$ cat src/rtl/raster_pkg.sv
`default_nettype none
// ============================================================================
//  Module      : raster_pkg
//  Description : Shared widths, frame-sequencer state encoding and the packed
//                triangle-parameter record used by the geometry path.
//  Contents    : ANGLE_W / AX_W / AY_W / DELTA_W / DEPTH_W  field widths
//                ST_*                                       FSM state codes
//                tri_params                                 ax..cz record
//  Revision    : 1.0  initial release
// ============================================================================
package raster_pkg;

    localparam int ANGLE_W = 9;   // rotation angle, 0..359 fits in 9 bits
    localparam int AX_W    = 9;   // vertex A x coordinate
    localparam int AY_W    = 7;   // vertex A y coordinate
    localparam int DELTA_W = 8;   // edge deltas
    localparam int DEPTH_W = 7;   // vertex depths

    localparam int STATE_W = 3;

    localparam logic [STATE_W-1:0] ST_IDLE      = 3'd0;
    localparam logic [STATE_W-1:0] ST_ADVANCE   = 3'd1;
    localparam logic [STATE_W-1:0] ST_SETTLE    = 3'd2;
    localparam logic [STATE_W-1:0] ST_START     = 3'd3;
    localparam logic [STATE_W-1:0] ST_WAIT_DONE = 3'd4;
    localparam logic [STATE_W-1:0] ST_READY     = 3'd5;

    // Field order is the concatenation order {ax, ay, abx, aby, acx, acy, bz, cz}.
    typedef struct packed {
        logic        [AX_W-1:0]    ax;
        logic        [AY_W-1:0]    ay;
        logic signed [DELTA_W-1:0] abx;
        logic        [DELTA_W-1:0] aby;
        logic signed [DELTA_W-1:0] acx;
        logic        [DELTA_W-1:0] acy;
        logic        [DEPTH_W-1:0] bz;
        logic        [DEPTH_W-1:0] cz;
    } tri_params;

endpackage
`default_nettype wire

$ cat src/rtl/angle_stepper.sv
`default_nettype none
// ============================================================================
//  Module      : angle_stepper
//  Description : Rotation angle register with modular increment, a frame
//                divider and a single-shot step latch used while paused.
//  Ports       : clk_pix   in   pixel clock
//                resetn    in   asynchronous active-low reset
//                advance   in   one-cycle strobe, once per frame
//                pause     in   level, freezes divider-driven advances
//                step      in   one-cycle pulse, one advance while paused
//                angle     out  current angle, 0..ANGLE_MAX-1
//  Revision    : 1.0  initial release
// ============================================================================
module angle_stepper
    import raster_pkg::*;
#(
    parameter int ANGLE_MAX  = 360,
    parameter int ANGLE_STEP = 1,
    parameter int FRAME_DIV  = 1
) (
    input  logic               clk_pix,
    input  logic               resetn,
    input  logic               advance,
    input  logic               pause,
    input  logic               step,
    output logic [ANGLE_W-1:0] angle
);

    localparam int DIV_W = (FRAME_DIV > 1) ? $clog2(FRAME_DIV) : 1;
    localparam logic [DIV_W-1:0]   DIV_LAST = DIV_W'(FRAME_DIV - 1);
    localparam logic [ANGLE_W:0]   STEP_EXT = (ANGLE_W + 1)'(ANGLE_STEP);
    localparam logic [ANGLE_W:0]   MAX_EXT  = (ANGLE_W + 1)'(ANGLE_MAX);

    logic [DIV_W-1:0]   div_cnt;
    logic               step_pending;
    logic               div_due;
    logic               do_step;
    logic [ANGLE_W:0]   angle_sum;
    logic [ANGLE_W-1:0] angle_next;

    // One extra bit on the sum so the wrap test cannot overflow.
    assign angle_sum  = {1'b0, angle} + STEP_EXT;
    assign angle_next = (angle_sum >= MAX_EXT) ? ANGLE_W'(angle_sum - MAX_EXT)
                                               : ANGLE_W'(angle_sum);

    assign div_due = (div_cnt == DIV_LAST);

    // While paused the divider keeps counting but only a latched step moves
    // the angle; a step and a due divider in the same frame give one advance.
    assign do_step = advance & (pause ? step_pending : div_due);

    always_ff @(posedge clk_pix or negedge resetn) begin
        if (!resetn) begin
            div_cnt      <= '0;
            step_pending <= 1'b0;
            angle        <= '0;
        end else begin
            if (advance) begin
                div_cnt <= div_due ? '0 : div_cnt + 1'b1;
            end
            if (do_step) begin
                angle <= angle_next;
            end
            // A fresh pulse wins over consumption so it is never dropped.
            if (pause && step) begin
                step_pending <= 1'b1;
            end else if (advance && pause && step_pending) begin
                step_pending <= 1'b0;
            end
        end
    end

endmodule
`default_nettype wire

$ cat src/rtl/frame_sequencer.sv
`default_nettype none
// ============================================================================
//  Module      : frame_sequencer
//  Description : Per-frame geometry scheduler. Advances the rotation angle in
//                vertical blanking, runs one start/done transaction with the
//                vertex stage, captures its results into a shadow set and
//                publishes them to the rasterizer at frame start.
//  Ports       : clk_pix, resetn           clock, async active-low reset
//                vblank_start, frame_start timing pulses from the video timer
//                pause, step               angle freeze / single step
//                angle                     angle to the cos/bz/cz ROMs
//                vs_start, vs_done         vertex-stage handshake
//                in_ax .. in_cz            vertex-stage and ROM results
//                ax .. cz                  active set to the rasterizer
//                busy                      high outside IDLE
//                overrun                   sticky: frame started before done
//                frame_count               completed swaps, wraps at 16 bits
//  Revision    : 1.0  initial release
// ============================================================================
module frame_sequencer
    import raster_pkg::*;
#(
    parameter int ANGLE_MAX  = 360,
    parameter int ANGLE_STEP = 1,
    parameter int FRAME_DIV  = 1
) (
    input  logic                      clk_pix,
    input  logic                      resetn,
    input  logic                      vblank_start,
    input  logic                      frame_start,
    input  logic                      pause,
    input  logic                      step,
    output logic [ANGLE_W-1:0]        angle,
    output logic                      vs_start,
    input  logic                      vs_done,
    input  logic [AX_W-1:0]           in_ax,
    input  logic [AY_W-1:0]           in_ay,
    input  logic signed [DELTA_W-1:0] in_abx,
    input  logic [DELTA_W-1:0]        in_aby,
    input  logic signed [DELTA_W-1:0] in_acx,
    input  logic [DELTA_W-1:0]        in_acy,
    input  logic [DEPTH_W-1:0]        in_bz,
    input  logic [DEPTH_W-1:0]        in_cz,
    output logic [AX_W-1:0]           ax,
    output logic [AY_W-1:0]           ay,
    output logic signed [DELTA_W-1:0] abx,
    output logic [DELTA_W-1:0]        aby,
    output logic signed [DELTA_W-1:0] acx,
    output logic [DELTA_W-1:0]        acy,
    output logic [DEPTH_W-1:0]        bz,
    output logic [DEPTH_W-1:0]        cz,
    output logic                      busy,
    output logic                      overrun,
    output logic [15:0]               frame_count
);

    logic [STATE_W-1:0] state;
    logic [STATE_W-1:0] state_next;

    logic advance;
    logic capture;
    logic swap;
    logic overrun_set;

    tri_params shadow_set;
    tri_params active_set;
    tri_params in_set;

    assign in_set = '{ax: in_ax, ay: in_ay, abx: in_abx, aby: in_aby,
                      acx: in_acx, acy: in_acy, bz: in_bz, cz: in_cz};

    angle_stepper #(
        .ANGLE_MAX  (ANGLE_MAX),
        .ANGLE_STEP (ANGLE_STEP),
        .FRAME_DIV  (FRAME_DIV)
    ) u_angle_stepper (
        .clk_pix (clk_pix),
        .resetn  (resetn),
        .advance (advance),
        .pause   (pause),
        .step    (step),
        .angle   (angle)
    );

    // ------------------------------------------------------------------
    // State register
    // ------------------------------------------------------------------
    always_ff @(posedge clk_pix or negedge resetn) begin
        if (!resetn) begin
            state <= ST_IDLE;
        end else begin
            state <= state_next;
        end
    end

    // ------------------------------------------------------------------
    // Next-state logic
    // ------------------------------------------------------------------
    always_comb begin
        state_next = state;
        case (state)
            ST_IDLE: begin
                if (vblank_start) begin
                    state_next = ST_ADVANCE;
                end
            end
            ST_ADVANCE: state_next = ST_SETTLE;
            ST_SETTLE:  state_next = ST_START;
            ST_START:   state_next = ST_WAIT_DONE;
            ST_WAIT_DONE: begin
                // Completion wins a tie with frame_start; the swap then
                // slips to the following frame instead of flagging overrun.
                if (vs_done) begin
                    state_next = ST_READY;
                end else if (frame_start) begin
                    state_next = ST_IDLE;
                end
            end
            ST_READY: begin
                if (frame_start) begin
                    state_next = ST_IDLE;
                end
            end
            default: state_next = ST_IDLE;
        endcase
    end

    // ------------------------------------------------------------------
    // Output decode (Moore outputs plus datapath strobes)
    // ------------------------------------------------------------------
    always_comb begin
        vs_start    = 1'b0;
        busy        = 1'b1;
        advance     = 1'b0;
        capture     = 1'b0;
        swap        = 1'b0;
        overrun_set = 1'b0;
        case (state)
            ST_IDLE:      busy     = 1'b0;
            ST_ADVANCE:   advance  = 1'b1;
            ST_START:     vs_start = 1'b1;
            ST_WAIT_DONE: begin
                capture     = vs_done;
                overrun_set = frame_start & ~vs_done;
            end
            ST_READY:     swap     = frame_start;
            default:      busy     = 1'b1;
        endcase
    end

    // ------------------------------------------------------------------
    // Shadow / active geometry and status
    // ------------------------------------------------------------------
    always_ff @(posedge clk_pix or negedge resetn) begin
        if (!resetn) begin
            shadow_set  <= '0;
            active_set  <= '0;
            frame_count <= '0;
            overrun     <= 1'b0;
        end else begin
            if (capture) begin
                shadow_set <= in_set;
            end
            if (swap) begin
                active_set  <= shadow_set;
                frame_count <= frame_count + 16'd1;
            end
            if (overrun_set) begin
                overrun <= 1'b1;
            end
        end
    end

    assign ax  = active_set.ax;
    assign ay  = active_set.ay;
    assign abx = active_set.abx;
    assign aby = active_set.aby;
    assign acx = active_set.acx;
    assign acy = active_set.acy;
    assign bz  = active_set.bz;
    assign cz  = active_set.cz;

endmodule
`default_nettype wire

$ cat config.mk
export PLATFORM = sky130hd
export DESIGN_NAME = frame_sequencer
export DESIGN_NICKNAME = d
export VERILOG_FILES = /design/src/rtl/raster_pkg.sv /design/src/rtl/angle_stepper.sv /design/src/rtl/frame_sequencer.sv
export SDC_FILE = /design/constraint.sdc
export NUM_CORES = 1
export LEC_CHECK = 0
export BUFFER_PORTS_ARGS = -buffer_cell sky130_fd_sc_hd__buf_4
export CAP_MARGIN = 20
export CELL_PAD_IN_SITES_DETAIL_PLACEMENT = 0
export CELL_PAD_IN_SITES_GLOBAL_PLACEMENT = 1
export CORE_ASPECT_RATIO = 1.1
export CORE_MARGIN = 3
export CORE_UTILIZATION = 37
export CTS_CLUSTER_DIAMETER = 150
export DETAILED_ROUTE_END_ITERATION = 8
export PLACE_DENSITY_LB_ADDON = 0.1
export SLEW_MARGIN = 20
export SYNTH_ARGS = -nofsm -noshare
export SYNTH_HDL_FRONTEND = slang
export SYNTH_SLANG_ARGS = --single-unit
export TNS_END_PERCENT = 5
$ cat constraint.sdc
create_clock -name clk_pix -period 2.3 [get_ports clk_pix]
set_input_delay 0.46 -clock clk_pix [delete_from_list [all_inputs] [get_ports clk_pix]]
set_output_delay 0.46 -clock clk_pix [all_outputs]
set_load 0.05 [all_outputs]
Word level (Yosys, flattened, before mapping)
Index checks and enable logic that the tools add are counted.

Bits in registers: 155. Output and inout bits: 90. Logic and storage cells: 57.

$add $sub $neg: 4. $lt $le $gt $ge: 1. Equality and inequality tests: 6. Mux-type cells: 15. Bitwise gates (word level): 4. Reduce and logical (&&, ||, !) cells: 5.

Operators with widths (number): 3-bit case mux with 6 select lines (1); 16-bit by 1-bit adder with 16-bit output, second input constant (1); 9-bit by 1-bit adder with 10-bit output, second input constant (1); 10-bit by 9-bit greater-or-equal comparator with 1-bit output, second input constant (1); 1-bit 2-to-1 mux (10); 3-bit 2-to-1 mux (3); 9-bit 2-to-1 mux (1); 9-bit subtractor, second input constant (1); 3-bit by 2-bit equality test with 1-bit output, second input constant (2); 3-bit equality test, second input constant (2); 3-bit by 1-bit equality test with 1-bit output, second input constant (1); 1-bit logical AND (3); 3-bit zero test (1); 1-bit AND (2); 2-bit != test, second input constant (1); 1-bit inverter (2); 2-bit nonzero test (1); 1-bit adder, second input constant (1).

Logic depth before layout (Yosys ltp)
Gate-level depths: netlist of run 1.

Depth after elaboration: 6. Mapped depth: 9.

Cells and area by module
Synthesis of run 1 repeated with hierarchy kept, for this count alone.

Cells, all modules: 584. Area, all modules: 6487.5 sq um.

By module, submodules not included: frame_sequencer (times used 1, cells an instance 479, area each 5572.8 sq um, sequential area each 3603.5 sq um); angle_stepper (times used 1, cells an instance 105, area each 914.6 sq um, sequential area each 250.2 sq um).

Least setup slack after synthesis of run 1
OpenSTA, ideal clock, no wires.

Path kind: register to register. Start point: register u_angle_stepper.angle[0]. End point: register u_angle_stepper.angle[5]. Arrival time: 2479 ps. Data required time: 2165 ps. Path slack: -314 ps. Stages on the path, launching flop included: 9. Period minus slack after synthesis: 2614 ps. Path through: dfrtp_1 > ha_1 > buf_2 > xor2_1 > nor2_1 > a222oi_1 > a31oi_2 > a211oi_1 > o31ai_2.

Cells in the longest elaborated chain, start to end: 3. Elaborated cells on any way between the ends: 4. Classes of those cells: add/sub (2); order compare (1); mux (1).

RTL lines: start: declaration (line angle_stepper.sv:26) `output logic [ANGLE_W-1:0] angle`; start signal: assignment (line angle_stepper.sv:62) `angle <= angle_next;`; 9-bit by 1-bit adder with 10-bit output * (line angle_stepper.sv:42) `assign angle_sum = {1'b0, angle} + STEP_EXT;`; 9-bit subtractor / 10-bit by 9-bit greater-or-equal comparator with 1-bit output (equally long branches) (line angle_stepper.sv:43) `assign angle_next = (angle_sum >= MAX_EXT) ? ANGLE_W'(angle_sum - MAX_EXT)`; 9-bit 2-to-1 mux * (line angle_stepper.sv:43).

Every way passes the cells marked *; elsewhere a longest branch is shown, timed or not. A chain may end at the register's enable or synchronous reset.

Worst setup path after layout of run 1
Start point: register u_angle_stepper.angle[3]. End point: register u_angle_stepper.angle[4].

The elaborated chain is that of the path after synthesis.

==> out/results.tsv, run 1 <==
stage	metric	value	unit
drt	drc	0	
layout	antenna_cells	0	
clock_network	cts_tree	done	
drt	wl_per_cell	15.7	µm
floorplanning	rows	49	
hold_path	holdCritPathClass	in -> reg	
sta	tightest_slew	0.774	ns
drt	drt_iter0_drc	254	
synthesis	synth.area.top_cells	dfrtp_1 61%, nand2_1 12%, mux2_2 11%	
floorplanning	io_pins	159	
layout	final_common_cell	nand2_1	
global_route	gr-usage-all-layers	16.5	%
placed_design	dp_hpwl	9.73	mm
drt	num_vias	4624	
sta	tns	0	ns
synthesis	ys_seq_area_share	60.9	%
floorplanning	fp.coreArea	16600	µm²
placed_design	io_buffers	158	
sta	slew_headroom	48.4	%
hold_path	worstHoldEndpoint	shadow_set[18]	
sta	skew	0.0116	ns
worst_setup_path	endpoint_kind	flip-flop	
worst_setup_path	crit-reg2reg-launch	u_angle_stepper.angle[3]	
worst_setup_path	slowest_delay	0.47	ns
synthesis	synth-seq-cells	154	
synthesis	synth.top_cell.area_share	60.9	%
drt	final_antenna_net_count	0	
worst_setup_path	r2r_cells	6	
floorplanning	start_util	38.2	%
worst_setup_path	worstPathCellList	and4_1 > nand3_1 > a32o_1 > a31oi_4 > nor3_1 > a221o_2	
floorplanning	die_w	131	µm
flow_run	drv_cap	0	
sta	layout_min_cycle_time	2.15	ns
clock_network	clkTransAtPathRegs	0.06	ns
worst_setup_path	crit_type	reg -> reg	
worst_setup_path	slowest_stage	dfrtp_2	
layout	n_fill_cell	1541	
placed_design	place_area	7790	µm²
synthesis	avgSynthCellArea	11.0	µm²
clock_network	root_buffer	clkbuf_16	
sta	finalCritPeriodShare	93.4	%
drt	finalWirelength	14.8	mm
clock_network	clock_latency	0.42	ns
global_route	grt-ovfl-total	0	
sta	fmax	466	MHz
clock_network	clock_path_buffers	2	
placed_design	gp_congestion	0.850	
sta	setup_viol	0	
worst_setup_path	cp.arrival	2.44	ns
pwr	ir_drop	0.656	mV
worst_setup_path	cp.required	2.59	ns
sta	rsz0062_at_grt	false	
layout	area_delta_synth_final	33.4	%
synthesis	syn_area	6330	µm²
worst_setup_path	start_kind	flip-flop	
worst_setup_path	reg2reg_setup_slack	0.15	ns
floorplanning	die-area	18700	µm²
synthesis	synth_top_area_cell	dfrtp_1	
layout	nets	803	
layout	final_cell_area	8440	µm²
synthesis	netlist_instances	576	
global_route	grt_pass1_wl	23.9	mm
sta	finalHoldViolations	0	
synthesis	ys_types	50	
worst_setup_path	crit_fanout	11	
clock_network	cts_max_level	4	
pwr	powerDensity	1430	nW/µm²
global_route	grt_max_degree	66	
floorplanning	fp.dieH	143	µm
drt	vias_per_cell	4.88	
layout	drive_above_1_share	37.6	%
hold_path	min_from	in_acy[4]	
worst_setup_path	r2r_end	u_angle_stepper.angle[4]	
drt	drtPass1Iterations	4	
layout	final_cell_mix	210 x nand2_1, 162 x buf_4, 149 x dfrtp_1	
synthesis	syn_nets	649	
clock_network	numCtsBuffers	17	
global_route	first_global_vias	4704	
global_route	antenna_found_initial	0	
hold_path	hold_path_depth	2	
synthesis	synth_warnings	0	
status	status	completed	
sta	maxSlewViolCount	0	
pwr	leakage	4.24	nW
clock_network	cts.sinks	154	
## cells in the mapped netlist (all sizes together)
library cell  count
a221oi            1
ha                4
nand3             9
and4              2
o21a              1
a222oi            1
o21ai             6
o311ai            1
nand4             5
a221o             1
mux2i             2
xnor2            16
nand4b            2
o21bai            1
o22ai             1
nand3b            1
clkbuf           22
inv               3
a32o              1
a31oi             1
and3              9
dfrtp           154
a21oi             6
a22o              2
xor2              5
or3               4
a211oi            1
and4b             1
a41o              1
and2              2
nand2           210
buf              11
nor3b             1
and3b             1
nor3              4
o211a             1
mux2             63
a41oi             1
o31ai             4
nor2             10
a32oi             1
nor4              2
o22a              1
## worst max-delay path by stage
stage | start | to | cells past startpoint
final | u_angle_stepper.angle[3] | u_angle_stepper.angle[4] | 6
after global routing | u_angle_stepper.angle[3] | u_angle_stepper.angle[4] | 6
after CTS | u_angle_stepper.angle[3] | u_angle_stepper.angle[4] | 6
after detailed placement | u_angle_stepper.angle[3] | u_angle_stepper.angle[4] | 6
after global placement | u_angle_stepper.angle[3] | u_angle_stepper.angle[4] | 6
after floorplan | u_angle_stepper.angle[5] | u_angle_stepper.angle[4] | 7
## kinds of logic (layout without fill, tap and decap cells)
group / Yosys count / after routing / share of synthesized area [%]
DFF: 154 / 154 / 60.9
buffers and inverters: 36 / 203 / 2.25
and+or+nand+nor: 263 / 263 / 17.7
xor gates and xnor gates: 21 / 21 / 2.91
muxes: 65 / 65 / 11.5
AOI/OAI and AO/OA: 33 / 33 / 3.94
adders and majority gates: 4 / 4 / 0.791
## sequential cells by signal (all words and copies together), names as in the netlist, 8 cells and up
signal / flops
shadow_set: 62
frame_count: 16
ax: 9
u_angle_stepper.angle: 9
abx: 8
aby: 8
acx: 8
acy: 8
## timing repair
action / CTS / global route
hold endpoints to repair: 44 / 0
hold buffers: 1 / 0
buffers inserted: 0 / 0
endpoints found under the setup margin: 0 / 3
resized for setup: 0 / 2
## final cells by class
cell class / count / area (µm²) / share of cell area [%]
clock buffers: 22 / 484 / 5.74
clock inverters: 10 / 140 / 1.66
inverters: 3 / 11.3 / 0.133
multi-input cells: 386 / 2370 / 28.0
flip-flops and latches: 154 / 3860 / 45.8
well taps: 204 / 255 / 3.02
repair buffers: 168 / 1320 / 15.6
## metrics by stage
step | worst slack [ns] | utilization, % | hold WS (ns) | power [mW] | cells
2_1_floorplan | -0.0664 | - | 0.164 | 7.78 | 576
3_3_place_gp | 0.167 | 47.1 | 0.432 | 9.18 | 914
3_5_place_dp | 0.0889 | 47.1 | 0.436 | 9.29 | 914
4_1_cts | 0.0606 | 50.9 | 0.249 | 12.3 | 947
5_1_grt | 0.00602 | 51.0 | 0.246 | 12.8 | 947
6_report | 0.153 | 51.0 | 0.272 | 12.1 | 947
## routing by layer
layer | vias up | GRT usage [%] | wire [µm]
li1 | 2216 | - | -
met1 | 2275 | 20.5 | 6440
met2 | 124 | 26.8 | 7380
met3 | 9 | 6.17 | 909
met4 | 0 | 4.87 | 121
met5 | - | 0 | 0
## worst max-delay path, delay by kind of cell (launching register included)
family / cells / cell delay (ns)
AOI/OAI and AO/OA: 3 / 0.94
and+or+nand+nor: 3 / 0.62
DFF: 1 / 0.47
## power breakdown
part | switching (mW) | leakage (nW) | total [mW] | internal [mW]
logic | 3.00 | 1.97 | 4.65 | 1.65
registers | 0.722 | 1.97 | 4.55 | 3.82
clock network | 1.09 | 0.298 | 2.91 | 1.82
total | 4.81 | 4.24 | 12.1 | 7.30
Note: power is estimated with default switching activity, not from simulation.
==> run 2, diff against run 1 <==
--- a/config.mk
+++ b/config.mk
@@ -5,13 +5,14 @@
 export SDC_FILE = /design/constraint.sdc
 export NUM_CORES = 1
 export LEC_CHECK = 0
+export ABC_AREA = 1
 export BUFFER_PORTS_ARGS = -buffer_cell sky130_fd_sc_hd__buf_4
 export CAP_MARGIN = 20
 export CELL_PAD_IN_SITES_DETAIL_PLACEMENT = 0
 export CELL_PAD_IN_SITES_GLOBAL_PLACEMENT = 1
 export CORE_ASPECT_RATIO = 1.1
 export CORE_MARGIN = 3
-export CORE_UTILIZATION = 37
+export CORE_UTILIZATION = 35
 export CTS_CLUSTER_DIAMETER = 150
 export DETAILED_ROUTE_END_ITERATION = 8
 export PLACE_DENSITY_LB_ADDON = 0.1
==> out/results.tsv, run 2 <==
stage	metric	value	unit
status	status	completed	
synthesis	ys_seq_area_share	60.1	%
synthesis	synth_most_common_cell	nand2_1	
global_route	grt_max_degree	77	
placed_design	io_buffers	158	
worst_setup_path	cp.required	2.60	ns
layout	final_cell_mix	394 x nand2_1, 165 x buf_4, 154 x dfrtp_1	
clock_network	root_buffer	clkbuf_16	
placed_design	place_inst	1116	
synthesis	synth_top_area_cell	dfrtp_1	
synthesis	netlist_instances	735	
layout	largest_register	shadow_set	
flow_run	drv_cap	0	
sta	maxSlewViolCount	0	
sta	tightest_slew	0.445	ns
pwr	powerDensity	1450	nW/µm²
floorplanning	fp.coreArea	17900	µm²
layout	stdcell_count	1149	
synthesis	async_reset_ff_share	100	%
synthesis	synth.area.top_cells	dfrtp_1 60%, nand2_1 23%, o21ai_0 2.4%	
global_route	antenna_found_initial	0	
layout	fin_util	47.8	%
clock_network	cts_tree	done	
pwr	internal-power	7.04	mW
worst_setup_path	reg2reg_setup_slack	0.41	ns
worst_setup_path	worstPathCellList	ha_1 > nand2_2 > nor2_4 > nand2_1 > nand2_1 > inv_1 > ha_1 > inv_1 > nand3_1 > nand2_1 > nand2_1 > inv_1 > nand2_1 > nand3_1 > nand2_1	
global_route	grt-ovfl-total	0	
sta	finalHoldViolations	0	
layout	largest_registers	shadow_set: 62 flops, frame_count: 16 flops	
clock_network	cts.repair.resized	0	
synthesis	avgSynthCellArea	8.73	µm²
layout	nets	971	
worst_setup_path	slowest_delay	0.44	ns
placed_design	place_area	7920	µm²
pwr	p_sw_share	43.3	%
clock_network	numCtsBuffers	17	
floorplanning	die-area	20000	µm²
sta	slew_headroom	70.3	%
sta	skew	0.00841	ns
worst_setup_path	endpoint_kind	flip-flop	
synthesis	synth-seq-cells	154	
worst_setup_path	crit-reg2reg-launch	u_angle_stepper.angle[1]	
sta	setup_viol	0	
synthesis	syn_area	6410	µm²
sta	tns	0	ns
synthesis	synth_warnings	0	
hold_path	hold_path_depth	3	
pwr	ir_drop	0.587	mV
layout	area_delta_synth_final	33.1	%
hold_path	holdCritPathClass	in -> reg	
clock_network	clkTransAtPathRegs	0.06	ns
synthesis	synth.top_cell.area_share	60.1	%
drt	drc	0	
layout	largest_reg_flops	62	
worst_setup_path	crit_fanout	6	
worst_setup_path	cpLargestDelayFamily	simple AND/OR/NAND/NOR gates	
sta	fmax	530	MHz
drt	finalWirelength	15.8	mm
worst_setup_path	start_kind	flip-flop	
hold_path	worstHoldEndpoint	shadow_set[50]	
synthesis	ys_types	29	
worst_setup_path	crit_type	reg -> reg	
worst_setup_path	slowest_stage	dfrtp_1	
worst_setup_path	r2r_end	u_angle_stepper.angle[7]	
floorplanning	rows	51	
synthesis	syn_nets	808	
floorplanning	start_util	35.9	%
worst_setup_path	cp.arrival	2.18	ns
clock_network	cts_max_level	4	
drt	final_antenna_net_count	0	
sta	finalCritPeriodShare	82.0	%
placed_design	gp_congestion	0.841	
sta	rsz0062_at_grt	false	
global_route	first_global_vias	5188	
synthesis	synthFlopType	dfrtp_1	
pwr	pwr-share-comb	40.7	%
sta	hold_ws	0.244	ns
worst_setup_path	r2r_cells	15	
pwr	p_switching	5.37	mW
drt	vias_per_cell	4.44	
clock_network	clock_path_buffers	2	
drt	drtPass1Iterations	4	
global_route	grt_pass1_wl	26.3	mm
layout	final_common_cell	nand2_1	
global_route	grtUsageMet2	27.1	%
global_route	busiest_layer	met2	
worst_setup_path	cpMostUsedCell	nand2_1	
floorplanning	io_pins	159	
drt	wl_per_cell	13.8	µm
worst_setup_path	path_buf_inv	3	
placed_design	dp_hpwl	10.9	mm
clock_network	clock_latency	0.41	ns
clock_network	cts.sinks	154	
hold_path	min_from	in_ay[4]	
floorplanning	fp.dieH	148	µm
layout	drive_above_1_share	25.5	%
pwr	power_frac_seq	36.4	%
global_route	grtUsageMet1	20.7	%
floorplanning	die_w	135	µm
pwr	power_frac_clock	22.9	%
drt	num_vias	5106	
synthesis	synth_edf_count	0	
global_route	met3_usage	5.68	%
layout	antenna_cells	0	
drt	drt_iter0_drc	209	
sta	layout_min_cycle_time	1.89	ns
synthesis	yosys-top-cells-count	394 x nand2_1, 154 x dfrtp_1, 39 x inv_1	
global_route	gr-usage-all-layers	16.5	%
layout	final_cell_area	8540	µm²
pwr	leakage	4.63	nW
## run 2: cell count changes after synthesis, moves of 7 or more
cell,change
nand2_1,+184
buf_2,+7
nand2_2,+7
mux2_2,-63
clkbuf_1,-8
xnor2_1,-9
inv_1,+36
nand3_1,+8
o21ai_0,+26
## run 2: power by group through the flow
| stage | Combinational, mW | Sequential (mW) | Clock, mW |
|---|---|---|---|
| CTS | 5.14 | 4.54 | 2.92 |
| finish | 5.05 | 4.52 | 2.84 |
| global placement | 5.07 | 4.54 | 0 |
| detailed placement | 5.13 | 4.57 | 0 |
| global route | 5.49 | 4.68 | 3.04 |
| floorplan | 1.53 | 6.44 | 0 |
## run 2: layout make-up
cell class | count | area (µm²)
Clock buffer | 20 | 467
Clock inverter | 12 | 140
Fill cell | 1766 | 9330
Inverter | 43 | 161
Multi-Input combinational cell | 512 | 2300
Sequential cell | 154 | 3850
Tap cell | 238 | 298
Timing Repair Buffer | 170 | 1320
## run 2: worst reg2reg max path, stage by stage (launching register included)
cell     delay (ns)
dfrtp_1        0.44
ha_1           0.24
nand2_2        0.08
nor2_4         0.13
nand2_1        0.06
nand2_1        0.09
inv_1          0.07
ha_1           0.21
inv_1          0.08
nand3_1        0.07
nand2_1        0.06
nand2_1        0.05
inv_1          0.05
nand2_1        0.04
nand3_1        0.06
nand2_1        0.05
## run 2: kinds of logic (layout without fill, tap and decap cells)
group	after synthesis	in the layout	share of synthesized area (%)
adders and majority gates	4	4	0.780
buffers and inverters	69	245	4.23
AOI/OAI and AO/OA	40	40	3.65
and+or+nand+nor	450	450	28.8
DFF	154	154	60.1
xor gates and xnor gates	18	18	2.46
## run 2: what timing repair did
item                      CTS  global route
hold buffers                1             0
hold endpoints to repair   26             0
buffers inserted            0             0
## run 2: worst max path at each step
stage                              from                       end  slack (ns)  cells after the start
3_3_place_gp   u_angle_stepper.angle[0]  u_angle_stepper.angle[7]        0.48                     15
5_1_grt        u_angle_stepper.angle[1]  u_angle_stepper.angle[7]        0.13                     15
6_report       u_angle_stepper.angle[1]  u_angle_stepper.angle[7]        0.41                     15
3_5_place_dp   u_angle_stepper.angle[0]  u_angle_stepper.angle[7]        0.42                     15
2_1_floorplan  u_angle_stepper.angle[1]  u_angle_stepper.angle[7]        0.23                     15
4_1_cts        u_angle_stepper.angle[1]  u_angle_stepper.angle[7]        0.41                     15
## run 2: through the flow
stage          worst slack, ns  power, mW
6_report                 0.414       12.4
4_1_cts                  0.405       12.6
3_5_place_dp             0.423       9.70
3_3_place_gp             0.476       9.60
5_1_grt                  0.133       13.2
2_1_floorplan            0.225       7.97
## run 2: per-layer routing
layer	up-vias	part of all wire, %
li1	2565	-
met1	2410	44
met2	111	48
met3	20	6.2
met4	0	1.7
met5	-	0
